File: src/rtl/riscv_pkg.sv
// Shared types for the issue stage: register file geometry, scoreboard FSM states
// and the decoded-instruction fields carried through the single issue slot.
package riscv_pkg;

  localparam int NUM_REGS = 32;
  localparam int RIDX_W   = 5;
  localparam int CNT_W    = 16;

  typedef enum logic [1:0] {
    RUN      = 2'd0,
    DRAIN    = 2'd1,
    CSR_BUSY = 2'd2
  } sb_state_e;

  // Field order matters only for packing; the first field lands in the MSBs.
  typedef struct packed {
    logic [RIDX_W-1:0] rd;
    logic [RIDX_W-1:0] rs1;
    logic [RIDX_W-1:0] rs2;
    logic              rd_en;
    logic              r1_en;
    logic              r2_en;
    logic              csrr_en;
  } sb_instr_t;

endpackage

File: src/rtl/sb_hazard_check.sv
// Combinational RAW/WAW hazard test of one instruction against the pending-write
// vector. Register index 0 never hazards because x0 is never written.
module sb_hazard_check
  import riscv_pkg::*;
#(
  parameter int NUM_REGS = 32
) (
  input  sb_instr_t           instr,
  input  logic [NUM_REGS-1:0] busy,
  output logic                hazard
);

  logic raw1;
  logic raw2;
  logic waw;

  always_comb begin
    raw1   = instr.r1_en && (instr.rs1 != '0) && busy[instr.rs1];
    raw2   = instr.r2_en && (instr.rs2 != '0) && busy[instr.rs2];
    waw    = instr.rd_en && (instr.rd  != '0) && busy[instr.rd];
    hazard = raw1 || raw2 || waw;
  end

endmodule

File: src/rtl/issue_scoreboard.sv
// Single-entry issue slot with a per-register pending-write scoreboard. Stalls on
// RAW/WAW hazards and serialises CSR instructions (drain, issue, wait for writeback).
module issue_scoreboard
  import riscv_pkg::*;
#(
  parameter int NUM_REGS = 32,
  parameter int RIDX_W   = 5,
  parameter int CNT_W    = 16
) (
  input  logic                clk,
  input  logic                rst_n,
  input  logic                dec_valid,
  output logic                dec_ready,
  input  logic [RIDX_W-1:0]   dec_rd,
  input  logic [RIDX_W-1:0]   dec_rs1,
  input  logic [RIDX_W-1:0]   dec_rs2,
  input  logic                dec_rd_en,
  input  logic                dec_r1_en,
  input  logic                dec_r2_en,
  input  logic                dec_csrr_en,
  output logic                iss_valid,
  input  logic                iss_ready,
  output logic [RIDX_W-1:0]   iss_rd,
  output logic [RIDX_W-1:0]   iss_rs1,
  output logic [RIDX_W-1:0]   iss_rs2,
  output logic                iss_rd_en,
  output logic                iss_r1_en,
  output logic                iss_r2_en,
  output logic                iss_csrr_en,
  input  logic                wb_valid,
  input  logic [RIDX_W-1:0]   wb_rd,
  input  logic                wb_csr,
  input  logic                flush,
  output logic [NUM_REGS-1:0] busy,
  output logic [CNT_W-1:0]    stall_cnt,
  output sb_state_e           dbg_state
);

  // Handshakes: a transfer happens on a cycle where valid && ready are both high.
  // A producer holding valid keeps its payload stable and never withdraws valid
  // until the transfer, except through flush or reset.

  sb_instr_t           slot_q, slot_d;
  sb_instr_t           dec_instr;
  logic                slot_valid_q, slot_valid_d;
  logic [NUM_REGS-1:0] busy_q, busy_d;
  sb_state_e           state_q, state_d;
  logic [CNT_W-1:0]    stall_cnt_q, stall_cnt_d;

  logic hazard;
  logic busy_any;
  logic issue_fire;
  logic accept;

  always_comb begin
    dec_instr         = '0;
    dec_instr.rd      = dec_rd;
    dec_instr.rs1     = dec_rs1;
    dec_instr.rs2     = dec_rs2;
    dec_instr.rd_en   = dec_rd_en;
    dec_instr.r1_en   = dec_r1_en;
    dec_instr.r2_en   = dec_r2_en;
    dec_instr.csrr_en = dec_csrr_en;
  end

  sb_hazard_check #(
    .NUM_REGS (NUM_REGS)
  ) u_hazard (
    .instr  (slot_q),
    .busy   (busy_q),
    .hazard (hazard)
  );

  assign busy_any = |busy_q;

  // A CSR only issues from DRAIN, once every older write has retired.
  always_comb begin
    iss_valid = 1'b0;
    unique case (state_q)
      RUN:      iss_valid = slot_valid_q && !hazard && !slot_q.csrr_en;
      DRAIN:    iss_valid = slot_valid_q && !busy_any;
      CSR_BUSY: iss_valid = 1'b0;
      default:  iss_valid = 1'b0;
    endcase
  end

  assign issue_fire = iss_valid && iss_ready;
  assign dec_ready  = rst_n && !flush && (!slot_valid_q || issue_fire);
  assign accept     = dec_valid && dec_ready;

  always_comb begin
    slot_d       = slot_q;
    slot_valid_d = slot_valid_q;
    if (flush) begin
      slot_valid_d = 1'b0;
    end else if (accept) begin
      slot_d       = dec_instr;
      slot_valid_d = 1'b1;
    end else if (issue_fire) begin
      slot_valid_d = 1'b0;
    end
  end

  // Set after clear so an issue to the same register as a writeback wins.
  always_comb begin
    busy_d = busy_q;
    if (wb_valid && (wb_rd != '0)) begin
      busy_d[wb_rd] = 1'b0;
    end
    if (issue_fire && slot_q.rd_en && (slot_q.rd != '0)) begin
      busy_d[slot_q.rd] = 1'b1;
    end
    busy_d[0] = 1'b0;
  end

  always_comb begin
    state_d = state_q;
    unique case (state_q)
      RUN: begin
        if (slot_valid_q && slot_q.csrr_en && !flush) state_d = DRAIN;
      end
      DRAIN: begin
        if (issue_fire)  state_d = CSR_BUSY;
        else if (flush)  state_d = RUN;
      end
      CSR_BUSY: begin
        if (wb_valid && wb_csr) state_d = RUN;
      end
      default: state_d = RUN;
    endcase
  end

  always_comb begin
    stall_cnt_d = stall_cnt_q;
    if (slot_valid_q && !iss_valid && (stall_cnt_q != '1)) begin
      stall_cnt_d = stall_cnt_q + CNT_W'(1);
    end
  end

  always_ff @(posedge clk) begin
    if (!rst_n) begin
      slot_q       <= '0;
      slot_valid_q <= 1'b0;
      busy_q       <= '0;
      state_q      <= RUN;
      stall_cnt_q  <= '0;
    end else begin
      slot_q       <= slot_d;
      slot_valid_q <= slot_valid_d;
      busy_q       <= busy_d;
      state_q      <= state_d;
      stall_cnt_q  <= stall_cnt_d;
    end
  end

  assign iss_rd      = slot_q.rd;
  assign iss_rs1     = slot_q.rs1;
  assign iss_rs2     = slot_q.rs2;
  assign iss_rd_en   = slot_q.rd_en;
  assign iss_r1_en   = slot_q.r1_en;
  assign iss_r2_en   = slot_q.r2_en;
  assign iss_csrr_en = slot_q.csrr_en;
  assign busy        = busy_q;
  assign stall_cnt   = stall_cnt_q;
  assign dbg_state   = state_q;

endmodule
File: config.mk
export PLATFORM = sky130hd
export DESIGN_NAME = issue_scoreboard
export DESIGN_NICKNAME = d
export VERILOG_FILES = /design/src/rtl/riscv_pkg.sv /design/src/rtl/sb_hazard_check.sv /design/src/rtl/issue_scoreboard.sv
export SDC_FILE = /design/constraint.sdc
export NUM_CORES = 1
export LEC_CHECK = 0
export BUFFER_PORTS_ARGS = -buffer_cell sky130_fd_sc_hd__buf_2
export CORE_MARGIN = 5
export CORE_UTILIZATION = 52
export DETAILED_ROUTE_END_ITERATION = 6
export PLACE_DENSITY = 0.79
export RECOVER_POWER = 50
export SYNTH_ARGS = -nofsm -noshare
export SYNTH_HDL_FRONTEND = slang
export SYNTH_SLANG_ARGS = --single-unit
File: constraint.sdc
create_clock -name clk -period 6.9 [get_ports clk]
set_clock_uncertainty 0.05 [all_clocks]
set_input_delay 2.07 -clock clk [delete_from_list [all_inputs] [get_ports clk]]
set_output_delay 2.07 -clock clk [all_outputs]
set_load 0.02 [all_outputs]
# ---- After elaboration in Yosys (flattened, before gate mapping)
# Index checks and enable logic that the tools add are counted.
dict set report word_totals {
  regBits 70
  inputBits 31
  output_inout_bits 71
  word_cells 92
}
dict set report classes {
  n_addsub 1
  order_cmp 6
  eq_ne 6
  muxes 20
  bitwise 5
  n_reduce_logical 42
}
# operator count
set ops {}
lappend ops {{$mux W32} 2}
lappend ops {{$and A32 B32 Y32} 1}
lappend ops {{$not A32 Y32} 1}
lappend ops {{$or A32 B32 Y32} 1}
lappend ops {{$reduce_or A32 Y1} 1}
lappend ops {{$lt A5 B6 Y1 const B} 4}
lappend ops {{$logic_and A1 B1 Y1} 23}
lappend ops {{$reduce_bool A5 Y1} 4}
lappend ops {{$add A16 B1 Y16 const B} 1}
lappend ops {{$ne A16 B16 Y1 const B} 1}
lappend ops {{$bmux W1 S5} 3}
lappend ops {{$demux W1 S5} 2}
lappend ops {{$ge A5 B1 Y1 const B} 2}
lappend ops {{$mux W2} 4}
lappend ops {{$mux W1} 7}
lappend ops {{$logic_not A1 Y1} 6}
lappend ops {{$pmux W2 S3} 1}
lappend ops {{$ne A2 B2 Y1 const B} 2}
lappend ops {{$logic_or A1 B1 Y1} 3}
lappend ops {{$ne A3 B3 Y1 const B} 1}
lappend ops {{$reduce_and A3 Y1} 1}
lappend ops {{$eq A2 B1 Y1 const B} 1}
lappend ops {{$eq A2 B2 Y1 const B} 1}
lappend ops {{$logic_not A2 Y1} 1}
lappend ops {{5 further kinds} 6}

# ---- Depth between registers and ports, before layout
dict set report logic_depth {
  ltp_word 14
  ltp_mapped 12
  depth_no_buf 8
}

# ---- Hierarchy
# A second synthesis with hierarchy kept.
dict set report unflattened {
  cells_unflattened 441
  hier_area_um2 3895.0
}
# module instances cells_each area_each_um2 seq_area_each_um2
set by_module_without_submodules {}
lappend by_module_without_submodules {issue_scoreboard 1 357 3006.6 1381.3}
lappend by_module_without_submodules {sb_hazard_check 1 84 888.4 0.0}

# ---- Worst setup path before layout
# No wires, ideal clock.
dict set report synth_path {
  kind {reg-to-output}
  start {reg slot_q, in the netlist iss_rs2[0]}
  end {out dec_ready}
  arrival_time_ns 2.855
  t_required_ns 4.780
  slack_ns 1.925
  stages_incl_launch_ff 9
  n_path_buf 1
  path_cell_list {dfxtp_1 clkbuf_1 mux4_2 mux2i_1 a31oi_1 a41o_2 nor2_1 nand2_1 a21oi_1}
}
dict set report synth_via {
  elab_chain_cells 12
  elab_cells_between_ends 14
  classes_between {mux (3); reduce/logical (11)}
}
# element line_no
set synth_rtl {}
lappend synth_rtl {{start, declared} issue_scoreboard.sv:43} ;# sb_instr_t slot_q, slot_d;
lappend synth_rtl {{start signal, assigned} issue_scoreboard.sv:148} ;# slot_q <= slot_d;
lappend synth_rtl {{$bmux W1 S5 / $reduce_bool A5 Y1 (equally long branches)} sb_hazard_check.sv:19} ;# raw2 = instr.r2_en && (instr.rs2 != '0) && busy[instr.rs2];
lappend synth_rtl {{$mux W1 (not written as such) / $logic_and A1 B1 Y1 (equally long branches)} sb_hazard_check.sv:19}
lappend synth_rtl {{$logic_and A1 B1 Y1 *} sb_hazard_check.sv:19}
lappend synth_rtl {{$logic_or A1 B1 Y1 * (2 in a row)} sb_hazard_check.sv:21} ;# hazard = raw1 || raw2 || waw;
lappend synth_rtl {{$logic_not A1 Y1 *} issue_scoreboard.sv:80} ;# RUN: iss_valid = slot_valid_q && !hazard && !slot_q.csrr_en;
lappend synth_rtl {{$logic_and A1 B1 Y1 * (2 in a row)} issue_scoreboard.sv:80}
lappend synth_rtl {{$pmux W1 S2 *} issue_scoreboard.sv:79} ;# unique case (state_q)
lappend synth_rtl {{net iss_valid} issue_scoreboard.sv:21} ;# output logic iss_valid,
lappend synth_rtl {{$logic_and A1 B1 Y1 *} issue_scoreboard.sv:87} ;# assign issue_fire = iss_valid && iss_ready;
lappend synth_rtl {{$logic_or A1 B1 Y1 *} issue_scoreboard.sv:88} ;# assign dec_ready = rst_n && !flush && (!slot_valid_q || issue_fire);
lappend synth_rtl {{$logic_and A1 B1 Y1 *} issue_scoreboard.sv:88}
lappend synth_rtl {{end, declared} issue_scoreboard.sv:13} ;# output logic dec_ready,
# Mark *: on every way through the listed nets, which the timed path passes. The rest lies on a longest branch. The select of a mux whose other input is x is not followed.

# ---- Worst setup path in the final report
dict set report layout_path {
  start {reg slot_q, in the netlist iss_rs1[1]}
  end {out dec_ready}
}
dict set report layout_via {
  elab_chain_cells 12
  elab_cells_between_ends 14
  classes_between {mux (3); reduce/logical (11)}
}
# element line_no
set layout_rtl {}
lappend layout_rtl {{$bmux W1 S5 / $reduce_bool A5 Y1 (equally long branches)} sb_hazard_check.sv:18} ;# raw1 = instr.r1_en && (instr.rs1 != '0) && busy[instr.rs1];
lappend layout_rtl {{$mux W1 (not written as such) / $logic_and A1 B1 Y1 (equally long branches)} sb_hazard_check.sv:18}
lappend layout_rtl {{$logic_and A1 B1 Y1 *} sb_hazard_check.sv:18}
lappend layout_rtl {{$logic_or A1 B1 Y1 * (2 in a row)} sb_hazard_check.sv:21}
lappend layout_rtl {{$logic_not A1 Y1 *} issue_scoreboard.sv:80}
lappend layout_rtl {{$logic_and A1 B1 Y1 * (2 in a row)} issue_scoreboard.sv:80}
lappend layout_rtl {{$pmux W1 S2 *} issue_scoreboard.sv:79}
lappend layout_rtl {{$logic_and A1 B1 Y1 *} issue_scoreboard.sv:87}
lappend layout_rtl {{$logic_or A1 B1 Y1 *} issue_scoreboard.sv:88}
lappend layout_rtl {{$logic_and A1 B1 Y1 *} issue_scoreboard.sv:88}
# Every way passes the cells marked *; elsewhere a longest branch is shown, timed or not. The select of a mux whose other input is x is not followed.

==> out/qor.yml <==
place:
  port_buffers: 100
  placed_cell_area_sq_mm: 0.00443
  dpl.hpwl_um: 9100
  gp_congestion: 1.01
  place_ws_ps: 1680
worst_setup_path:
  rr_worst_depth: 8
  cp_max_fo: 14
  cp_slowest_cell: "dfxtp_1"
  worstSetupStartpointType: "flop"
  criticalPathCategory: "flop to output port"
  cp.depth: 9
  slowest_delay_ps: 740
  crit_required_ps: 4780
  cp.buffers_inverters: 1
  crit_path_end_kind: "output port"
  worstPathArrival_ps: 3300
  path_delay_family: "compound AO/OA/AOI/OAI gates"
  path_cells: "mux4_1, nand2b_1, a31oi_1, a2111oi_2, a41o_2, nor2_1, nand2_1, a21oi_1, buf_2"
route:
  antenna_left: 0
  drc: 0
  via_count: 4104
  drt_wl_total_um: 12600
  avgViaCountPerCell: 6.39
  wl_per_cell_um: 19.7
  first_iter_violations: 299
  first_pass_iters: 5
sta:
  maxSlewHeadroom: 0.0313
  min_period_ps: 5420
  clock.fmax_mhz: 184
  min_period_over_period: 0.786
  hold_violations: 0
  setup_ws_ps: 1480
  rsz0062_at_grt: "false"
  setup-tns-final_ps: 0
  worstMarginPinSlew_ps: 1450
  drv_slew: 0
  setup_viol: 0
min_path:
  worstHoldPathType: "flop to flop"
  hold_depth: 2
grt:
  track_usage: 0.271
  grt_pass1_wl_um: 20800
  grt_overflow: 0
  grt_pass1_vias: 4019
  antenna_found_initial: 0
  grt_max_degree: 62
run_status:
  status: "completed"
cts:
  postCtsSetupBuffers: 0
  postCtsHoldBufs: 0
  cts_buffers: 9
  clkSinkCount: 69
  clkTransAtPathRegs_ps: 70
  cts_resized: 0
  tritoncts: "done"
  clock-root-buffer: "clkbuf_8"
  insertion_delay_ps: 360
  cts_buffer_depth: 2
  htree_levels: 3
power:
  leakagePower_nw: 1.49
  ir_drop_mv: 0.121
  p_total_mw: 0.934
  cellPowerDensity_mw_per_mm2: 204
layout:
  stdcell_area_sq_mm: 0.00459
  nets: 570
  fill_cells: 701
  area_growth_pct: 16.6
  n_antenna_cell: 0
  seq_area_sq_mm: 0.00138
  multi_input_area_sq_mm: 0.00237
  drive_gt1_frac: 0.142
  utilization: 0.629
flow_run:
  maxCapViolations: 0
logic_synthesis:
  syn_area_per_cell_sq_um: 8.61
  synth_cells: 457
  seq_area_frac_synth: 0.351
  synth_edf_count: 0
  synth-seq-cells: 69
  synth_cell_type_count: 56
  synthFlopType: "dfxtp_1"
  synth_nets: 489
  async_reset_ff_frac: 0
  ys_warn_count: 0
  syn-cell-area_sq_mm: 0.00393
floorplan:
  design.die.area_sq_mm: 0.00940
  initial_core_util: 0.539
  die_w_um: 97.0
  die_h_um: 97.0
  core_area_sq_mm: 0.00729
  num_io_pins: 102
  num_rows: 31
cells in the mapped netlist, types with 7 or more instances:
library cell   n  share of area
nand4_1       10          0.016
o211ai_1      27          0.052
nor4_1         8          0.013
nand2b_1       9          0.014
nor2_1        12          0.011
nand2_1       60          0.057
o31ai_1       11          0.021
inv_1          7         0.0067
dfxtp_1       69           0.35
buf_2          7         0.0089
nand3_1       24          0.031
clkbuf_1      18          0.017
o21ai_0       56          0.071
nor2b_1        8          0.013
a21oi_1       14          0.018
or3_1         12          0.019
mux2i_1       23          0.059
mux4_2        12          0.069
worst register-to-register path, delay by kind of cell (launching register included):
kind,cells,cell delay (ps)
flip-flops,1,740
AND/OR/NAND/NOR,1,150
multiplexers,1,640
AO/OA/AOI/OAI,6,2220
layout by cell type (no fill, tap or decap), types with 14 or more instances in the layout:
cell	synthesis	final
a21oi_1	14	14
buf_2	7	35
clkbuf_1	18	66
dfxtp_1	69	69
mux2i_1	23	23
nand2_1	60	60
nand3_1	24	24
o211ai_1	27	28
o21ai_0	56	56
power breakdown:
group,leakage [nW],total (mW),internal (mW),switching (mW)
Clock,0.124,0.411,0.251,0.160
Combinational,0.806,0.0921,0.0344,0.0578
Sequential,0.558,0.431,0.406,0.0244
per-layer routing:
metal	vias to the layer above	GRT usage	routed length [um]	part of all wire
met5	-	0	0	0
met4	0	0.135	378	0.030
met3	41	0.0647	1180	0.093
met2	221	0.429	5910	0.47
met1	1940	0.345	5170	0.41
li1	1902	-	-	-
registers in the layout (all words and copies together) (netlist names):
register / flops
busy: 31
iss_rs1: 5
iss_rs2: 5
dbg_state: 2
iss_r2_en: 1
slot_valid_q: 1
iss_r1_en: 1
iss_csrr_en: 1
iss_rd_en: 1
stall_cnt: 16
iss_rd: 5
per-stage QoR:
step / hold WS [ps] / std cells
CTS: 441 / 642
floorplan: 492 / 457
detailed placement: 421 / 626
global placement: 419 / 626
finish: 443 / 642
global route: 480 / 642
logic make-up after synthesis:
kind of cell	Yosys count	synth area share
AND/OR/NAND/NOR	173	0.230
AO/OA/AOI/OAI	131	0.215
flip-flops	69	0.351
multiplexers	42	0.151
buffers and inverters	39	0.0461
adder cells (fa/ha/maj)	1	0.00318
other	1	0.000953
XOR/XNOR	1	0.00223
final timing paths:
| check | start | to | slack [ps] |
|---|---|---|---|
| worst min-delay path | iss_r2_en | iss_r2_en | 440 |
| worst max-delay path | iss_rs1[1] | dec_ready | 1480 |
| worst max register to register | iss_rs1[1] | stall_cnt[11] | 3050 |
| worst min register to register | iss_r2_en | iss_r2_en | 440 |
cell type report:
class	count	area share
Timing Repair Buffer	102	0.0947
Sequential cell	69	0.301
Multi-Input combinational cell	349	0.517
Tap cell	99	0.0270
Inverter	7	0.00573
Clock buffer	11	0.0308
Clock inverter	5	0.0235
Power figures use the tool's default switching activity.
